$ cat config.mk
export PLATFORM = sky130hd
export DESIGN_NAME = fifo_wr_arbiter
export DESIGN_NICKNAME = d
export VERILOG_FILES = /design/src/rtl/fifo_wr_arbiter.sv
export SDC_FILE = /design/constraint.sdc
export NUM_CORES = 1
export LEC_CHECK = 0
export CORE_ASPECT_RATIO = 1.5
export CORE_UTILIZATION = 43
export CTS_CLUSTER_SIZE = 20
export DETAILED_ROUTE_END_ITERATION = 10
export GPL_TIMING_DRIVEN = 0
export PLACE_DENSITY = 0.86
export SLEW_MARGIN = 25
export SYNTH_ARGS = -nofsm -noshare
export SYNTH_HDL_FRONTEND = slang
export SYNTH_SLANG_ARGS = --single-unit
$ cat constraint.sdc
create_clock -name clk -period 5.2 [get_ports clk]
set_clock_uncertainty 0.15 [all_clocks]
set_input_delay 0.52 -clock clk [delete_from_list [all_inputs] [get_ports clk]]
set_output_delay 0.52 -clock clk [all_outputs]
set_load 0.02 [all_outputs]
$ cat src/rtl/fifo_wr_arbiter.sv
// Round-robin arbiter sharing one synchronous-FIFO write port among NREQ producers.
// Each write is confirmed by the FIFO's registered ack and retried on rejection.
// Optional build macro FIFO_ARB_ALMOSTFULL_THROTTLE_EN also treats almostfull as blocking.
module fifo_wr_arbiter #(
    parameter int NREQ       = 4,
    parameter int DATA_WIDTH = 16
) (
    input  logic                       clk,
    input  logic                       rst,
    input  logic [NREQ-1:0]            req,
    input  logic [NREQ*DATA_WIDTH-1:0] req_data,
    output logic [NREQ-1:0]            req_done,
    output logic [$clog2(NREQ)-1:0]    gnt_id,
    output logic                       busy,
    output logic [7:0]                 retry_cnt,
    output logic [DATA_WIDTH-1:0]      fifo_data_in,
    output logic                       fifo_wr_en,
    input  logic                       fifo_full,
    input  logic                       fifo_almostfull,
    input  logic                       fifo_wr_ack,
    output logic [1:0]                 dbg_state
);
    localparam int GW = $clog2(NREQ);
    localparam logic [NREQ-1:0] ONE_HOT0 = NREQ'(1);

    typedef enum logic [1:0] {
        S_IDLE  = 2'd0,
        S_WRITE = 2'd1,
        S_CHECK = 2'd2,
        S_WAIT  = 2'd3
    } state_t;

    state_t                r_state;
    state_t                w_state_nxt;
    logic [GW-1:0]         r_gnt;
    logic [GW-1:0]         r_last;
    logic [DATA_WIDTH-1:0] r_data;
    logic [NREQ-1:0]       r_done;
    logic [7:0]            r_retry;

    logic [NREQ-1:0]       w_elig;
    logic                  w_blocked;
    logic                  w_found;
    logic [GW-1:0]         w_sel;
    logic [GW-1:0]         w_cand;
    logic [DATA_WIDTH-1:0] w_word;
    logic                  w_load;
    logic                  w_retry_inc;
    logic [NREQ-1:0]       w_done_nxt;

    // Handshake: a producer raises req with its word on req_data and holds it until
    // req_done pulses for one cycle; the word is captured once, at grant time.
    assign w_elig = req & ~r_done;

`ifdef FIFO_ARB_ALMOSTFULL_THROTTLE_EN
    assign w_blocked = fifo_full | fifo_almostfull;
`else
    logic w_unused_almostfull;
    assign w_unused_almostfull = fifo_almostfull;
    assign w_blocked = fifo_full;
`endif

    // Search starts one past the last grant so every requester gets its turn.
    always_comb begin
        w_found = 1'b0;
        w_sel   = '0;
        w_cand  = '0;
        for (int k = 1; k <= NREQ; k++) begin
            w_cand = GW'((int'(r_last) + k) % NREQ);
            if (!w_found && w_elig[w_cand]) begin
                w_found = 1'b1;
                w_sel   = w_cand;
            end
        end
    end

    always_comb begin
        w_word = '0;
        for (int i = 0; i < NREQ; i++) begin
            if (w_sel == GW'(i)) begin
                w_word = req_data[i*DATA_WIDTH +: DATA_WIDTH];
            end
        end
    end

    always_comb begin
        w_state_nxt = r_state;
        w_load      = 1'b0;
        w_retry_inc = 1'b0;
        w_done_nxt  = '0;
        case (r_state)
            S_IDLE: begin
                if (w_found && !w_blocked) begin
                    w_load      = 1'b1;
                    w_state_nxt = S_WRITE;
                end
            end
            S_WRITE: w_state_nxt = S_CHECK;
            S_CHECK: begin
                if (fifo_wr_ack) begin
                    w_done_nxt  = ONE_HOT0 << r_gnt;
                    w_state_nxt = S_IDLE;
                end else begin
                    w_retry_inc = 1'b1;
                    w_state_nxt = S_WAIT;
                end
            end
            S_WAIT: begin
                if (!w_blocked) begin
                    w_state_nxt = S_WRITE;
                end
            end
            default: w_state_nxt = S_IDLE;
        endcase
    end

    always_ff @(posedge clk) begin
        if (rst) begin
            r_state <= S_IDLE;
            r_gnt   <= '0;
            r_last  <= GW'(NREQ - 1);
            r_data  <= '0;
            r_done  <= '0;
            r_retry <= '0;
        end else begin
            r_state <= w_state_nxt;
            r_done  <= w_done_nxt;
            if (w_load) begin
                r_gnt  <= w_sel;
                r_last <= w_sel;
                r_data <= w_word;
            end
            if (w_retry_inc && (r_retry != 8'hFF)) begin
                r_retry <= r_retry + 8'd1;
            end
        end
    end

    assign req_done     = r_done;
    assign gnt_id       = r_gnt;
    assign busy         = (r_state != S_IDLE);
    assign retry_cnt    = r_retry;
    assign fifo_data_in = r_data;
    assign fifo_wr_en   = (r_state == S_WRITE);
    assign dbg_state    = r_state;

endmodule

[Word-level counts from Yosys, hierarchy flattened]
Index checks and enable logic that the tools add are counted.
Cells by class
  $add $sub $neg: 5
  order comparisons: 4
  equality and inequality tests: 9
  shift operators: 1
  multiplexer cells: 28
  bitwise gates (word level): 4
  reductions and logical operators: 14
Operator list (count)
  $mux 16: 4
  $mux 2: 7
  $lt 2x3->1 const B: 4
  $mux 1: 12
  $add 8x1->8 const B: 1
  $bmux 1 s2: 4
  $eq 2x2->1 const B: 4
  $ne 8x8->1 const B: 1
  $pmux 2 s4: 1
  $logic_and 1x1->1: 5
  $add 2x1->2 const B: 2
  $add 2x2->2 const B: 2
  $and 4x4->4: 1
  $eq 2x1->1 const B: 2
  $logic_not 1->1: 4
  $logic_not 2->1: 2
  $ne 2x2->1 const B: 2
  $not 4->4: 1
  $shl 1x2->4 const A: 1
  $reduce_or 3->1: 1
  $not 1->1: 2
  $reduce_and 2->1: 1
  $reduce_bool 2->1: 1
Word-level totals
  bits in registers: 34
  input bits: 73
  output and inout bits: 34
  word-level logic and storage cells: 71

[Longest topological paths before layout]
Gate-level depths: netlist (run 1).
  word-level depth: 19
  mapped depth: 8
  gate-level depth less buffers: 7

[Least setup slack after synthesis (run 1)]
OpenSTA, ideal clock, no wires.
  kind: reg2reg
  start point: register r_done[1] (netlist: req_done[1])
  end point: register r_data[10] (netlist: fifo_data_in[10])
  library setup time: 130 ps
  arrival: 1774 ps
  required time: 4920 ps
  path slack: 3146 ps
  stages on the path, launching flop included: 7
  path buffers: 1
  clock period less this slack: 2054 ps
  cells stage by stage: dfxtp_1 nand2b_1 o22ai_1 a211oi_4 buf_8 mux2i_1 o221ai_2
On the way
  longest elaborated chain between the ends: 19
  elaborated cells on any way between the ends: 35
Ends and longest elaborated chain
  start: declaration: line 38  | logic [NREQ-1:0] r_done;
  start signal: assignment: line 127  | r_done <= w_done_nxt;
  $not 4->4 *: line 53  | assign w_elig = req & ~r_done;
  $and 4x4->4 *: line 53
  $bmux 1 s2: line 70  | if (!w_found && w_elig[w_cand]) begin
  $mux 1 (not written as such): line 70
  $mux 1: line 70
  $logic_not 1->1: line 70
  $logic_and 1x1->1: line 70
  $mux 1: line 70
  $logic_not 1->1: line 70
  $logic_and 1x1->1: line 70
  $mux 1: line 70
  $logic_not 1->1: line 70
  $logic_and 1x1->1: line 70
  $mux 2: line 70
  $logic_not 2->1: line 80  | if (w_sel == GW'(i)) begin
  $mux 16 (4 in a row): line 80
  end signal: assignment: line 131  | r_data <= w_word;
  end: declaration: line 37  | logic [DATA_WIDTH-1:0] r_data;
Every way passes the cells marked *; elsewhere a longest branch is shown, timed or not. The select of a mux whose other input is x is not followed.
A chain may end at the register's enable or synchronous reset.

[Worst setup path in the final report (run 1)]
  start point: input req[3]
  end point: register r_data[11] (netlist: fifo_data_in[11])
On the way
  longest elaborated chain between the ends: 18
  elaborated cells on any way between the ends: 34
Ends and longest elaborated chain
  start: declaration: line 10  | input logic [NREQ-1:0] req,
  $and 4x4->4 *: line 53
  $bmux 1 s2: line 70
  $mux 1 (not written as such): line 70
  $mux 1: line 70
  $logic_not 1->1: line 70
  $logic_and 1x1->1: line 70
  $mux 1: line 70
  $logic_not 1->1: line 70
  $logic_and 1x1->1: line 70
  $mux 1: line 70
  $logic_not 1->1: line 70
  $logic_and 1x1->1: line 70
  $mux 2: line 70
  $logic_not 2->1: line 80
  $mux 16 (4 in a row): line 80
Marks and branches as above.

==> flow_summary_export.csv, run 1 <==
group,metric,value,unit
outcome,status,"finished clean",
synthesis,synthArstFlopShare,0,%
synthesis,ys_seq_area_share,32.7,%
power,leakagePower,1.24,nW
floorplan,io_pins,107,
place,portBuffers,105,
grt,grt_pass1_vias,2278,
finish,fillCellCount,372,
route,wl_per_cell,15.6,µm
place,dp.cells,405,
synthesis,yosys.cell_types.count,48,
grt,grtUsageTotal,25.3,%
worst_setup_path,crit_type,"input pin to flop",
grt,antenna_found_initial,0,
floorplan,initial_core_util,45.5,%
route,drt_first_pass_iters,4,
clock_network,path_clk_slew,0.07,ns
synthesis,yosysTopAreaCell,"dfxtp_1",
finish,fin_cells,412,
route,routed_wl,6410,µm
worst_setup_path,cp.required,5.22,ns
floorplan,design.core.area,4580,µm²
timing,grt_setup_unrepaired,"no",
route,drtAntennaViolNets,0,
synthesis,yosysTopAreaCellShare,32.7,%
power,p_comb_share,39.9,%
timing,slew_headroom,56.3,%
clock_network,cts-htree-levels,2,
power,vdd_drop_max,0.239,mV
worst_setup_path,crit_fanout,10,
clock_network,post_cts_buffers,0,
synthesis,synth.avg_cell_area,8.82,µm²
route,drc_errors,0,
timing,worst_slew_pin_slew,0.654,ns
finish,finish.net_count,426,
grt,grt_first_pass_wirelength,10000,µm
power,p_switching,0.277,mW
clock_network,clock_sinks,34,
clock_network,cts_buffers,5,
synthesis,synth_ff_type,"dfxtp_1",
timing,setup_viol,0,
synthesis,syn_area,2080,µm²
route,viasPerCell,5.57,
timing,hold_viol,0,
synthesis,synth-edff-count,0,
finish,syn_to_final_growth,58.2,%
timing,max_clock_freq,384,MHz
timing,min_period_over_period,50.1,%
power,cell_internal_pwr,0.551,mW
clock_network,cts_tree,"done",
floorplan,row_count,30,
worst_setup_path,endpoint_kind,"flop",
worst_setup_path,startpoint_type,"input pin",
synthesis,synthCells,236,
timing,period_needed,2.60,ns
power,p_per_area,251,nW/µm²
clock_network,clk-insertion-delay-late,0.29,ns
timing,report.final.slew_viol_count,0,
clock_network,hold_buffers,0,
finish,drive_above_1_share,8.05,%
synthesis,ys_seq_elements,34,
worst_setup_path,arrival,2.63,ns
place,gp_congestion,0.904,
place,dp_hpwl,4890,µm
grt,grt_max_degree,11,
clock_network,clockBufferDepth,2,
clock_network,cts_resized,0,
timing,finalSetupTns,0,ns
power,power.share.sequential,37.2,%
synthesis,synth_nets,314,
floorplan,die_w,58.8,µm
floorplan,die-area,5130,µm²
finish,multi_input_area,1260,µm²
route,drt-initial-drc-count,108,
synthesis,yosysWarnings,0,
synthesis,synthTopCellsByArea,"dfxtp_1 (33%), o221ai_1 (9.3%), mux2i_1 (8.2%)",
clock_network,root_buffer,"clkbuf_8",
grt,grt_remaining_overflow,0,
power,total_power,0.828,mW
power,p_sw_share,33.5,%
finish,seqCellArea,681,µm²
floorplan,die_h,87.2,µm
flow_run,drv_cap,0,
finish,antenna_cells,0,
min_path,hold_path_class,"flop to flop",
power,power_frac_clock,22.9,%
route,num_vias,2294,
[cells in the mapped netlist (all sizes together), types with 2 or more instances]
cell     instances
o21ai            4
ha               5
nor2            17
mux2i           17
xnor2            5
and2             2
a211oi           2
dfxtp           34
nor2b            5
nand3           17
and3             2
o2bb2ai          3
buf              8
nor3             5
nor3b            2
a21oi           10
o22ai           14
inv             15
clkbuf           7
o221ai          29
nand2           12
nand2b           5
[metal layers]
metal | routed length [µm] | vias to the layer above | global-route usage [%]
met5 | 0 | - | 0
met4 | 74 | 0 | 7.58
met3 | 486 | 8 | 5.50
met2 | 3420 | 90 | 48.9
met1 | 2430 | 1074 | 26.3
li1 | - | 1122 | -
[power groups by stage]
| stage | clock, mW | sequential, mW | combinational [mW] |
|---|---|---|---|
| 4_1_cts | 0.191 | 0.308 | 0.331 |
| 5_1_grt | 0.202 | 0.310 | 0.356 |
| 2_1_floorplan | 0 | 0.343 | 0.148 |
| 3_5_place_dp | 0 | 0.314 | 0.329 |
| 6_report | 0.190 | 0.308 | 0.330 |
| 3_3_place_gp | 0 | 0.313 | 0.322 |
[layout by cell type (no fill, tap or decap), types with 2 or more instances in the layout]
master,n
clkdlybuf4s50_1,105
dfxtp_1,34
o221ai_1,22
mux2i_1,17
nor2_1,17
nand3_1,17
inv_1,15
o22ai_1,14
nand2_1,12
a21oi_1,10
clkbuf_1,8
o221ai_2,7
nor2b_1,5
nor3_1,5
xnor2_1,5
ha_1,5
clkbuf_8,5
buf_2,4
nand2b_1,4
o2bb2ai_1,3
o21ai_0,3
buf_6,2
[sequential cells by signal (all words and copies together) (netlist names)]
name	count
fifo_data_in	16
retry_cnt	8
req_done	4
dbg_state	2
gnt_id	2
r_last	2
[path summary, 6_finish.rpt]
kind	slack, ns	startpoint	cells past startpoint	endpoint
setup / recovery	2.60	req[3]	7	fifo_data_in[11]
hold / removal	0.34	fifo_data_in[2]	2	fifo_data_in[2]
setup reg to reg	2.83	dbg_state[0]	8	fifo_data_in[11]
hold reg to reg	0.34	fifo_data_in[2]	2	fifo_data_in[2]
[stage by stage]
stage          cell area (µm²)  util (%)  worst slack [ns]  hold slack, ns
4_1_cts                   3290      71.9              2.60           0.340
3_3_place_gp              3210      70.2              2.33           0.318
2_1_floorplan             2080         -              3.15           0.380
5_1_grt                   3290      71.9              2.51           0.355
6_report                  3290      71.9              2.60           0.340
3_5_place_dp              3210      70.2              2.30           0.324
[cell type report]
| class | instances | area share [%] |
|---|---|---|
| Clock buffer | 6 | 2.20 |
| Sequential cell | 34 | 20.7 |
| Timing Repair Buffer | 105 | 31.9 |
| Inverter | 15 | 1.71 |
| Multi-Input combinational cell | 172 | 38.2 |
| Clock inverter | 1 | 0.228 |
| Tap cell | 64 | 2.43 |
| Buffer | 15 | 2.66 |
[critical path, stage by stage]
cell	delay [ns]
clkdlybuf4s50_1	0.44
nand2b_1	0.21
o22ai_1	0.15
a211oi_4	0.62
buf_8	0.25
mux2i_1	0.30
o221ai_2	0.13
[kinds of logic after synthesis]
kind of cell / after synthesis / synth area share [%]
simple gates: 74 / 18.5
compound gates: 69 / 27.6
flops: 34 / 32.7
buf+inv: 30 / 6.91
mux: 18 / 8.71
xor+xnor: 6 / 2.52
fa+ha+maj: 5 / 3.00
No activity file was read; power rests on OpenSTA's default activity.
==> inputs of run 2 (changes only) <==
--- a/config.mk
+++ b/config.mk
@@ -6,11 +6,11 @@
 export NUM_CORES = 1
 export LEC_CHECK = 0
 export CORE_ASPECT_RATIO = 1.5
-export CORE_UTILIZATION = 43
+export CORE_UTILIZATION = 40
 export CTS_CLUSTER_SIZE = 20
 export DETAILED_ROUTE_END_ITERATION = 10
 export GPL_TIMING_DRIVEN = 0
-export PLACE_DENSITY = 0.86
+export PLACE_DENSITY = 0.81
 export SLEW_MARGIN = 25
 export SYNTH_ARGS = -nofsm -noshare
 export SYNTH_HDL_FRONTEND = slang
==> constraint.sdc (replaced) <==
create_clock -name clk -period 2.6 [get_ports clk]
set_clock_uncertainty 0.15 [all_clocks]
set_input_delay 0.26 -clock clk [delete_from_list [all_inputs] [get_ports clk]]
set_output_delay 0.26 -clock clk [all_outputs]
set_load 0.02 [all_outputs]
==> run 2 against run 1 <==
  * Die area up 7.3%
  * Utilization down 4.8 points
  * Clock power rose by 120%
  * Critical path depth is the same
  * Cell area increased by 0.46%
  * Clock-buffer cell count rose by 1
  * Global-route usage down 1.4 points
  * Final cell count up 0.73%
  * Critical path type unchanged
  * Highest routed layer unchanged
==> flow_summary_export.csv, run 2 (synthesis gave the netlist of run 1 again) <==
group,metric,value,unit
worst_setup_path,worst-path-buf-inv,2,
floorplan,row_count,31,
finish,antenna_cells,0,
power,vdd_drop_max,0.384,mV
clock_network,path_clk_slew,0.07,ns
timing,report.final.slew_viol_count,0,
clock_network,root_buffer,"clkbuf_8",
finish,largest_reg_flops,16,
min_path,min_from,"fifo_data_in[2]",
grt,grt_max_degree,11,
worst_setup_path,crit_chain,"clkdlybuf4s50_1 -> and2b_1 -> o22ai_1 -> a211oi_4 -> buf_8 -> mux2i_1 -> o221ai_2",
floorplan,die-area,5500,µm²
floorplan,die_h,90.4,µm
finish,final_cell_mix,"clkdlybuf4s50_1 (105), dfxtp_1 (34), o221ai_1 (22)",
timing,hold_viol,0,
floorplan,die_w,60.9,µm
clock_network,hold_buffers,0,
floorplan,design.core.area,4930,µm²
route,drt-initial-drc-count,92,
min_path,hold_end,"fifo_data_in[2]",
worst_setup_path,regToRegSetupSlack,0.29,ns
grt,grt_remaining_overflow,0,
timing,worst_slew_pin_slew,0.666,ns
worst_setup_path,cp.required,2.62,ns
place,portBuffers,105,
worst_setup_path,crit_fanout,10,
timing,final.setup.worst_slack,0.287,ns
timing,setup_viol,0,
outcome,status,"finished clean",
route,routed_wl,6470,µm
worst_setup_path,arrival,2.34,ns
worst_setup_path,r2r_end,"fifo_data_in[10]",
worst_setup_path,rr_worst_depth,6,
route,viasPerCell,5.52,
route,drc_errors,0,
worst_setup_path,endpoint_kind,"flop",
finish,finish.net_count,426,
timing,min_period_over_period,89.0,%
place,gp_congestion,0.865,
clock_network,cts_tree,"done",
worst_setup_path,startpoint_type,"input pin",
clock_network,cts-htree-levels,2,
route,num_vias,2290,
clock_network,cts_resized,0,
finish,drive_above_1_share,8.60,%
clock_network,clockBufferDepth,2,
route,wl_per_cell,15.6,µm
finish,fin_cells,415,
place,dp_slack,-0.0272,ns
min_path,hold_path_class,"flop to flop",
grt,antenna_found_initial,0,
worst_setup_path,startpoint,"req[2]",
clock_network,post_cts_buffers,0,
power,p_per_area,509,nW/µm²
floorplan,initial_core_util,42.3,%
finish,final_util,67.2,%
finish,syn_to_final_growth,58.9,%
timing,period_needed,2.31,ns
route,drtAntennaViolNets,0,
clock_network,clk-insertion-delay-late,0.29,ns
flow_run,drv_cap,0,
timing,slew_headroom,55.5,%
route,drt_first_pass_iters,4,
timing,finalSetupTns,0,ns
floorplan,io_pins,107,
power,leakagePower,1.25,nW
finish,final_common_cell,"clkdlybuf4s50_1",
clock_network,cts_buffers,5,
worst_setup_path,crit_type,"input pin to flop",
timing,grt_setup_unrepaired,"no",
worst_setup_path,worstReg2RegStart,"req_done[3]",
worst_setup_path,slowest_stage,"a211oi_4",
timing,max_clock_freq,432,MHz
clock_network,clock_sinks,34,
finish,fillCellCount,434,
worst_setup_path,cpPeakStageDelay,0.63,ns
grt,grt_pass1_vias,2293,
grt,grt_first_pass_wirelength,10200,µm
place,dp_hpwl,4960,µm
grt,grtUsageTotal,24.0,%
worst_setup_path,cp_top_family,"compound AO/OA/AOI/OAI gates",
place,dp.cells,407,
min_path,hold_depth,2,
-- run 2: cell count changes in the layout (fill, tap and decap cells not counted) --
| cell | delta |
|---|---|
| clkbuf_1 | -1 |
| clkbuf_2 | +1 |
| clkbuf_8 | +1 |
| clkinv_2 | +1 |
| clkinvlp_4 | -1 |
-- run 2: cell type report --
| type | count | area [µm²] | share of cell area, % |
|---|---|---|---|
| clock buffers | 7 | 86.3 | 2.61 |
| clock inverters | 1 | 5.00 | 0.151 |
| flip-flops and latches | 34 | 681 | 20.6 |
| inverters | 15 | 56.3 | 1.70 |
| repair buffers | 105 | 1050 | 31.8 |
| plain buffers | 15 | 88.8 | 2.69 |
| well taps | 66 | 82.6 | 2.50 |
| multi-input cells | 172 | 1260 | 38.0 |
-- run 2: worst max path at each step --
stage | to | slack [ns] | cells after the start
final | fifo_data_in[10] | 0.29 | 7
after global routing | fifo_data_in[12] | 0.17 | 6
after CTS | fifo_data_in[8] | 0.27 | 8
after detailed placement | fifo_data_in[12] | -0.03 | 7
after global placement | fifo_data_in[12] | 0.005 | 7
after floorplan | fifo_data_in[10] | 0.55 | 6
-- run 2: where the power goes --
part           switching, mW  total (mW)  internal, mW
Combinational          0.319       0.658         0.340
Sequential            0.0383       0.617         0.578
Clock                  0.196       0.410         0.214
-- run 2: worst register-to-register path, delay by kind of cell, from the launching register on --
kind / cells / cell delay [ns]
and+or+nand+nor: 1 / 0.25
buffers and inverters: 1 / 0.24
muxes: 1 / 0.27
DFF: 1 / 0.38
AOI/OAI and AO/OA: 3 / 0.89
-- run 2: through the flow --
stage	hold WS [ns]	total power [mW]	area [µm²]
after floorplan	0.260	0.982	2080
after global placement	0.315	1.27	3220
after detailed placement	0.322	1.29	3220
after CTS	0.338	1.70	3310
after global routing	0.371	1.78	3310
final	0.338	1.68	3310
-- run 2: routing by layer --
layer / vias to the layer above / global-route usage [%] / part of all wire, %
met2: 95 / 44.0 / 51
met4: 0 / 8.14 / 1.9
li1: 1122 / - / -
met3: 15 / 5.01 / 7.2
met5: - / 0 / 0
met1: 1058 / 25.6 / 39
